## src/rtl/dqpsk_pkg.sv

```systemverilog
// Shared DQPSK definitions: symbol type, phase-index constants and symbol/index mapping.
// Used by diff_decode, diff_encode and the slicer.
package dqpsk_pkg;

    typedef logic [1:0] sym_t;
    typedef logic [1:0] idx_t;

    // Quadrant symbols in encoder state order (90 degree steps).
    localparam sym_t SYM_P0   = 2'b00;
    localparam sym_t SYM_P90  = 2'b10;
    localparam sym_t SYM_P180 = 2'b11;
    localparam sym_t SYM_P270 = 2'b01;

    localparam idx_t IDX_0   = 2'd0;
    localparam idx_t IDX_90  = 2'd1;
    localparam idx_t IDX_180 = 2'd2;
    localparam idx_t IDX_270 = 2'd3;

    function automatic idx_t sym2idx(input sym_t s);
        idx_t idx;
        case (s)
            SYM_P0:   idx = IDX_0;
            SYM_P90:  idx = IDX_90;
            SYM_P180: idx = IDX_180;
            default:  idx = IDX_270;
        endcase
        return idx;
    endfunction

    function automatic sym_t idx2sym(input idx_t idx);
        sym_t s;
        case (idx)
            IDX_0:   s = SYM_P0;
            IDX_90:  s = SYM_P90;
            IDX_180: s = SYM_P180;
            default: s = SYM_P270;
        endcase
        return s;
    endfunction

endpackage

```

## src/rtl/dqpsk_phase_step.sv

```systemverilog
// Combinational phase-step decoder: dibit for the 90-degree step from prev to cur.
module dqpsk_phase_step
    import dqpsk_pkg::*;
(
    input  logic [1:0] cur,
    input  logic [1:0] prev,
    output logic [1:0] dibit
);

    idx_t step;

    // The 2-bit subtract wraps naturally, giving (cur - prev) mod 4.
    assign step  = sym2idx(cur) - sym2idx(prev);
    assign dibit = idx2sym(step);

endmodule

```

## src/rtl/diff_decode.sv

```systemverilog
// Differential DQPSK decoder with valid/ready in, registered valid/ready out.
// Optional handoff counter on sym_count when DIFF_DECODE_SYMCNT_EN is defined.
module diff_decode
    import dqpsk_pkg::*;
#(
    parameter int CNT_W = 16
) (
    input  logic             clk,
    input  logic             rstn,
    input  logic [1:0]       in_data,
    input  logic             in_valid,
    output logic             in_ready,
    input  logic             resync,
    output logic [1:0]       out_data,
    output logic             valid_diff_decode,
`ifdef DIFF_DECODE_SYMCNT_EN
    input  logic             out_ready,
    output logic [CNT_W-1:0] sym_count
`else
    input  logic             out_ready
`endif
);

    if (CNT_W < 1) begin : g_bad_cnt_w
        $error("diff_decode: CNT_W must be at least 1");
    end

    sym_t ref_sym;
    sym_t prev_sym;
    sym_t dibit;
    logic accept;
    logic handoff;

    assign in_ready = !valid_diff_decode || out_ready;
    assign accept   = in_valid && in_ready;
    assign handoff  = valid_diff_decode && out_ready;

    // resync takes effect for a symbol accepted in the same cycle.
    assign prev_sym = resync ? SYM_P0 : ref_sym;

    dqpsk_phase_step u_phase_step (
        .cur   (in_data),
        .prev  (prev_sym),
        .dibit (dibit)
    );

    // NOTE: state registers use non-blocking assignments so every flop samples pre-edge values.
    always_ff @(posedge clk or negedge rstn) begin
        if (!rstn) begin
            ref_sym           <= SYM_P0;
            out_data          <= 2'b00;
            valid_diff_decode <= 1'b0;
        end else if (accept) begin
            out_data          <= dibit;
            ref_sym           <= in_data;
            valid_diff_decode <= 1'b1;
        end else begin
            if (handoff) begin
                valid_diff_decode <= 1'b0;
            end
            if (resync) begin
                ref_sym <= SYM_P0;
            end
        end
    end

`ifdef DIFF_DECODE_SYMCNT_EN
    // Counts handoffs only; resync deliberately leaves it alone.
    always_ff @(posedge clk or negedge rstn) begin
        if (!rstn) begin
            sym_count <= '0;
        end else if (handoff) begin
            sym_count <= sym_count + 1'b1;
        end
    end
`endif

endmodule

```

## config.mk

```make
export PLATFORM = sky130hd
export DESIGN_NAME = diff_decode
export DESIGN_NICKNAME = d
export VERILOG_FILES = /design/src/rtl/dqpsk_pkg.sv /design/src/rtl/dqpsk_phase_step.sv /design/src/rtl/diff_decode.sv
export SDC_FILE = /design/constraint.sdc
export NUM_CORES = 1
export LEC_CHECK = 0
export ABC_AREA = 1
export BUFFER_PORTS_ARGS = -buffer_cell sky130_fd_sc_hd__buf_2
export CAP_MARGIN = 20
export CORE_AREA = 3 3 40 42
export DETAILED_ROUTE_END_ITERATION = 6
export DIE_AREA = 0 0 43 45
export SLEW_MARGIN = 25
export SYNTH_ARGS = -nofsm -noshare
export SYNTH_HDL_FRONTEND = slang
export SYNTH_HIERARCHICAL = 1
export SYNTH_SLANG_ARGS = --single-unit
export TNS_END_PERCENT = 30
```

## constraint.sdc

```tcl
create_clock -name clk -period 3.55 [get_ports clk]
set_clock_uncertainty 0.1 [all_clocks]
set_input_delay 0.71 -clock clk [delete_from_list [all_inputs] [get_ports clk]]
set_output_delay 0.71 -clock clk [all_outputs]
set_load 0.01 [all_outputs]
```

# Word-level counts from Yosys, hierarchy flattened
# Index checks and enable logic that the tools add are counted.
[totals]
regBits = 5
inputBits = 7
out_inout_bits = 4
wordCells = 25
[classes]
n_addsub = 1
eq_ne = 6
mux = 7
reduce_logical = 8
[op_table]
columns = ["operator", "count"]
rows = [
  ["$pmux 2 s3", 3],
  ["$eq 2x2->1 const B", 5],
  ["$logic_not 2->1", 3],
  ["$mux 2", 2],
  ["$eq 2x1->1 const B", 1],
  ["$logic_and 1x1->1", 2],
  ["$mux 1", 2],
  ["$reduce_bool 2->1", 1],
  ["$sub 2x2->2", 1],
  ["$logic_not 1->1", 1],
  ["$logic_or 1x1->1", 1],
]

# Depth between registers and ports, before layout
[depth]
ltp_word = 6
ltp_mapped = 14
depth_no_buf = 14

# By module
# The synthesis kept the hierarchy.
[modules_own_cells]
columns = ["mod", "n_inst", "cells_each", "area_per_inst_um2"]
rows = [
  ["diff_decode", 1, 25, 220.2],
  ["dqpsk_phase_step", 1, 17, 106.4],
]

# Worst setup path before layout
# OpenSTA, ideal clock, no wires.
[synth_timing]
path_kind = "input to register"
start = "input resync"
end = "register out_data[0]"
setup_time_ps = 117
arrival_time_ps = 2116
required_ps = 3333
setup_slack_ps = 1217
stages = 12
path_buffers = 0
path_cell_list = "nor2_1 -> xor2_1 -> ha_1 -> inv_1 -> nand2_1 -> nand3_1 -> nand2_1 -> inv_1 -> ha_1 -> or2_2 -> nand3_1 -> nand2_1"
[synth_via]
elab_chain_cells = 6
[synth_rtl]
columns = ["element", "line_no", "source"]
rows = [
  ["start: declaration", "diff_decode.sv:13", "input logic resync,"],
  ["$mux 2 *", "--", ""],
  ["$eq 2x2->1 / $logic_not 2->1 (equally long branches)", "dqpsk_pkg.sv:21", "case (s)"],
  ["$pmux 2 s3 *", "dqpsk_pkg.sv:21", ""],
  ["$sub 2x2->2 *", "dqpsk_phase_step.sv:13", "assign step = sym2idx(cur) - sym2idx(prev);"],
  ["$eq 2x2->1 (tied with other cells)", "dqpsk_pkg.sv:32", "case (idx)"],
  ["$pmux 2 s3 *", "dqpsk_pkg.sv:32", ""],
  ["via dibit[0]", "diff_decode.sv:30", "sym_t dibit;"],
  ["end signal: assignment", "diff_decode.sv:54", "out_data <= dibit;"],
  ["end: declaration", "diff_decode.sv:14", "output logic [1:0] out_data,"],
]
# The timed path passes the listed nets; every way through them passes the cells marked *.
# A chain may end at the register's enable or synchronous reset.

# Final worst setup path
[layout_timing]
start = "input resync"
end = "register out_data[0]"
[layout_via]
elab_chain_cells = 6
[layout_rtl]
columns = ["element", "line_no", "source"]
rows = [
  ["$mux 2 *", "--", ""],
  ["via prev_sym[0]", "diff_decode.sv:29", "sym_t prev_sym;"],
  ["$eq 2x2->1 / $logic_not 2->1 (equally long branches)", "dqpsk_pkg.sv:21", ""],
  ["$pmux 2 s3 *", "dqpsk_pkg.sv:21", ""],
  ["$sub 2x2->2 *", "dqpsk_phase_step.sv:13", ""],
  ["$eq 2x2->1 (tied with other cells)", "dqpsk_pkg.sv:32", ""],
  ["$pmux 2 s3 *", "dqpsk_pkg.sv:32", ""],
  ["via dibit[0]", "diff_decode.sv:30", ""],
]
# Marked as above.

==> results.sh <==
export IMPL_status="finished clean"
export IMPL_drv_slew=0
export IMPL_timing_max_cap_violations=0
export IMPL_first_global_vias=267
export IMPL_clk_latency_ns=0.24
export IMPL_p_clk_share_pct=33.9
export IMPL_arrival_ns=2.36
export IMPL_clock_sinks=5
export IMPL_cp_required_ns=3.58
export IMPL_fin_setup_tns_ns=0
export IMPL_finalSetupViolations=0
export IMPL_internal_power_w=0.0001331
export IMPL_routedWlPerCell_um=8.070
export IMPL_via_count=279
export IMPL_ys_ff_latch=5
export IMPL_fp_dieH_um=45
export IMPL_max_stage_delay_ns=0.28
export IMPL_hold_buffers=0
export IMPL_critPathSlowestCell="or2_2"
export IMPL_postCtsResizedCells=0
export IMPL_path_class="in -> reg"
export IMPL_min_period_ns=2.329
export IMPL_drive_gt1_share_pct=33.93
export IMPL_switching_power_w=0.00005765
export IMPL_floorplan_initialDensity_pct=25.41
export IMPL_ys_types=12
export IMPL_grt_max_degree=8
export IMPL_drt_pre_antenna_iters=2
export IMPL_grt_pass1_wl_um=993
export IMPL_syn_inst=42
export IMPL_antenna_found_initial=0
export IMPL_remaining_drc_errors=0
export IMPL_pwr_share_comb_pct=28.1
export IMPL_postRouteAntennaNets=0
export IMPL_clockRootBuffer="clkbuf_4"
export IMPL_drt_iter0_drc=2
export IMPL_critPathBufInv=3
export IMPL_hold_violations=0
export IMPL_cts_made_buffers=3
export IMPL_min_period_over_period_pct=65.59
export IMPL_num_antenna_cells=0
export IMPL_syn_cell_area_um2=326.6
export IMPL_cts_setup_buffers=0
export IMPL_rsz0062_at_grt="no"
export IMPL_htreeDepth=1
export IMPL_p_leak_nw=0.2538
export IMPL_hp_class="in -> async"
export IMPL_clockBufferDepth=2
export IMPL_end_kind="flip-flop"
export IMPL_dieArea_mm2=0.001935
export IMPL_switching_share_pct=30.22
export IMPL_chipWidth_um=43
export IMPL_maxSlewHeadroom_pct=78.21
export IMPL_portBuffers=10
export IMPL_yosys_area_top_type_share_pct=38.31
export IMPL_synthToLayoutAreaGrowth_pct=29.12
export IMPL_yosys_warnings=6
export IMPL_crit_top_cell="nand2_1"
export IMPL_whs_ns=0.1743
export IMPL_place_congestion=0.6446
export IMPL_grtUsageTotal_pct=7.886
export IMPL_rows=13
export IMPL_powerDensity_mw_per_mm2=452.5
export IMPL_crit_path_max_fanout=4
export IMPL_grt_overflow_total=0
export IMPL_synth_nets=52
export IMPL_num_nets_final=67
export IMPL_ioPinCount=11
export IMPL_cp_start_kind="input port"
export IMPL_cpLargestDelayFamily="simple AND/OR/NAND/NOR gates"
export IMPL_vias_per_cell=3.930
export IMPL_post_dp_hpwl_um=469.2
export IMPL_core_area_mm2=0.001285
export IMPL_pwr_share_seq_pct=38.0
export IMPL_ir_drop_mv=0.1280
export IMPL_cts_tree="built"
export IMPL_synth_area_top_cells="dfrtp_1 (38%), nand2_1 (15%), ha_1 (11%), nand3_1 (7.7%), inv_1 (6.9%)"
export IMPL_wl_um=573
export IMPL_tightest_slew_ns=0.3257
export IMPL_synth_top_area_cell="dfrtp_1"
export IMPL_yosysSeqAreaShare_pct=38.31
export IMPL_fmax_mhz=429.5
export IMPL_crit_chain="buf_2 > nor2_1 > xor2_1 > ha_1 > inv_1 > nand2_1 > nand3_1 > nand2_1 > inv_1 > ha_1 > or2_2 > nand3_1 > nand2_1"
export IMPL_clk_pin_slew_ns=0.04
export IMPL_syn_area_per_cell_um2=7.775
cell type report:
class	instances	area [um2]
clock buffer	4	26.28
fill	152	863.3
tap	15	18.77
timing repair buffer	10	50.05
sequential	5	125.1
inverter	8	30.03
multi-input combinational	29	171.4
flip-flops by register name, summed over array words and instances, names as in the netlist:
| signal | flops |
|---|---|
| out_data | 2 |
| valid_diff_decode | 1 |
| ref_sym | 2 |
layer usage:
| layer | wire length, um | track usage, % |
|---|---|---|
| met5 | 0 | 0 |
| met4 | 0 | 7.229 |
| met3 | 52 | 5.976 |
| met2 | 261 | 11.08 |
| met1 | 259 | 7.389 |
cell families (layout without fill, tap and decap cells):
family | Yosys count | count (layout) | synth area share, %
adder cells (fa/ha/maj) | 3 | 3 | 11.50
flip-flops | 5 | 5 | 38.31
buffers and inverters | 8 | 22 | 9.196
AND/OR/NAND/NOR | 24 | 24 | 35.63
XOR/XNOR | 2 | 2 | 5.365
worst register-to-register path: stages (launching register included):
cell     delay [ns]
dfrtp_1        0.31
inv_1          0.04
nor2_1         0.26
xor2_1         0.19
ha_1           0.19
inv_1          0.05
nand2_1        0.07
nand3_1        0.08
nand2_1        0.07
inv_1          0.05
ha_1           0.16
or2_2          0.28
nand3_1        0.08
nand2_1        0.05
synth_stat cells:
| library cell | number |
|---|---|
| ha_1 | 3 |
| nand2_2 | 1 |
| nor2_1 | 2 |
| xnor2_1 | 1 |
| inv_1 | 6 |
| or2_2 | 1 |
| nand3_1 | 5 |
| nand2_4 | 2 |
| inv_2 | 2 |
| xor2_1 | 1 |
| nand2_1 | 13 |
| dfrtp_1 | 5 |
stage by stage:
step	area, um2	util (%)	instances	worst slack, ns	total power (W)
final	421.7	32.81	71	1.221	0.0001908
after global routing	421.7	32.81	71	1.052	0.0002095
after CTS	421.7	32.81	71	1.211	0.0001957
after detailed placement	395.4	30.77	67	0.9670	0.0001280
after global placement	395.4	30.77	67	0.9670	0.0001270
after floorplan	326.6	-	42	1.217	0.0001076
cell usage in the layout, fill, tap and decap left out:
cell type / synthesis / routed
xnor2_1: 1 / 1
nand2_2: 1 / 1
clkbuf_4: 0 / 3
ha_1: 3 / 3
inv_2: 2 / 2
dfrtp_1: 5 / 5
nor2_1: 2 / 2
xor2_1: 1 / 1
or2_2: 1 / 1
buf_2: 0 / 10
clkbuf_1: 0 / 1
inv_1: 6 / 6
nand2_4: 2 / 2
nand2_1: 13 / 13
nand3_1: 5 / 5
power by group through the flow:
stage	sequential [W]	clock (W)	combinational, W
final	0.0000725	0.0000647	0.0000536
after global routing	0.0000730	0.0000740	0.0000625
after CTS	0.0000724	0.0000684	0.0000550
after detailed placement	0.0000733	0	0.0000547
after global placement	0.0000729	0	0.0000541
after floorplan	0.0000764	0	0.0000312
worst paths after layout:
| path | start | to | slack (ns) | cells after the start |
|---|---|---|---|---|
| worst max-delay path | resync | out_data[0] | 1.22 | 13 |
| worst min-delay path | rstn | valid_diff_decode | 0.17 | 1 |
| worst max register to register | ref_sym[0] | out_data[0] | 1.47 | 13 |
| worst min register to register | out_data[1] | out_data[1] | 0.38 | 2 |
| max in group asynchronous | rstn | ref_sym[1] | 3.05 | 1 |
| min in group clk | out_data[1] | out_data[1] | 0.38 | 2 |
(Power assumes the default switching activity.)
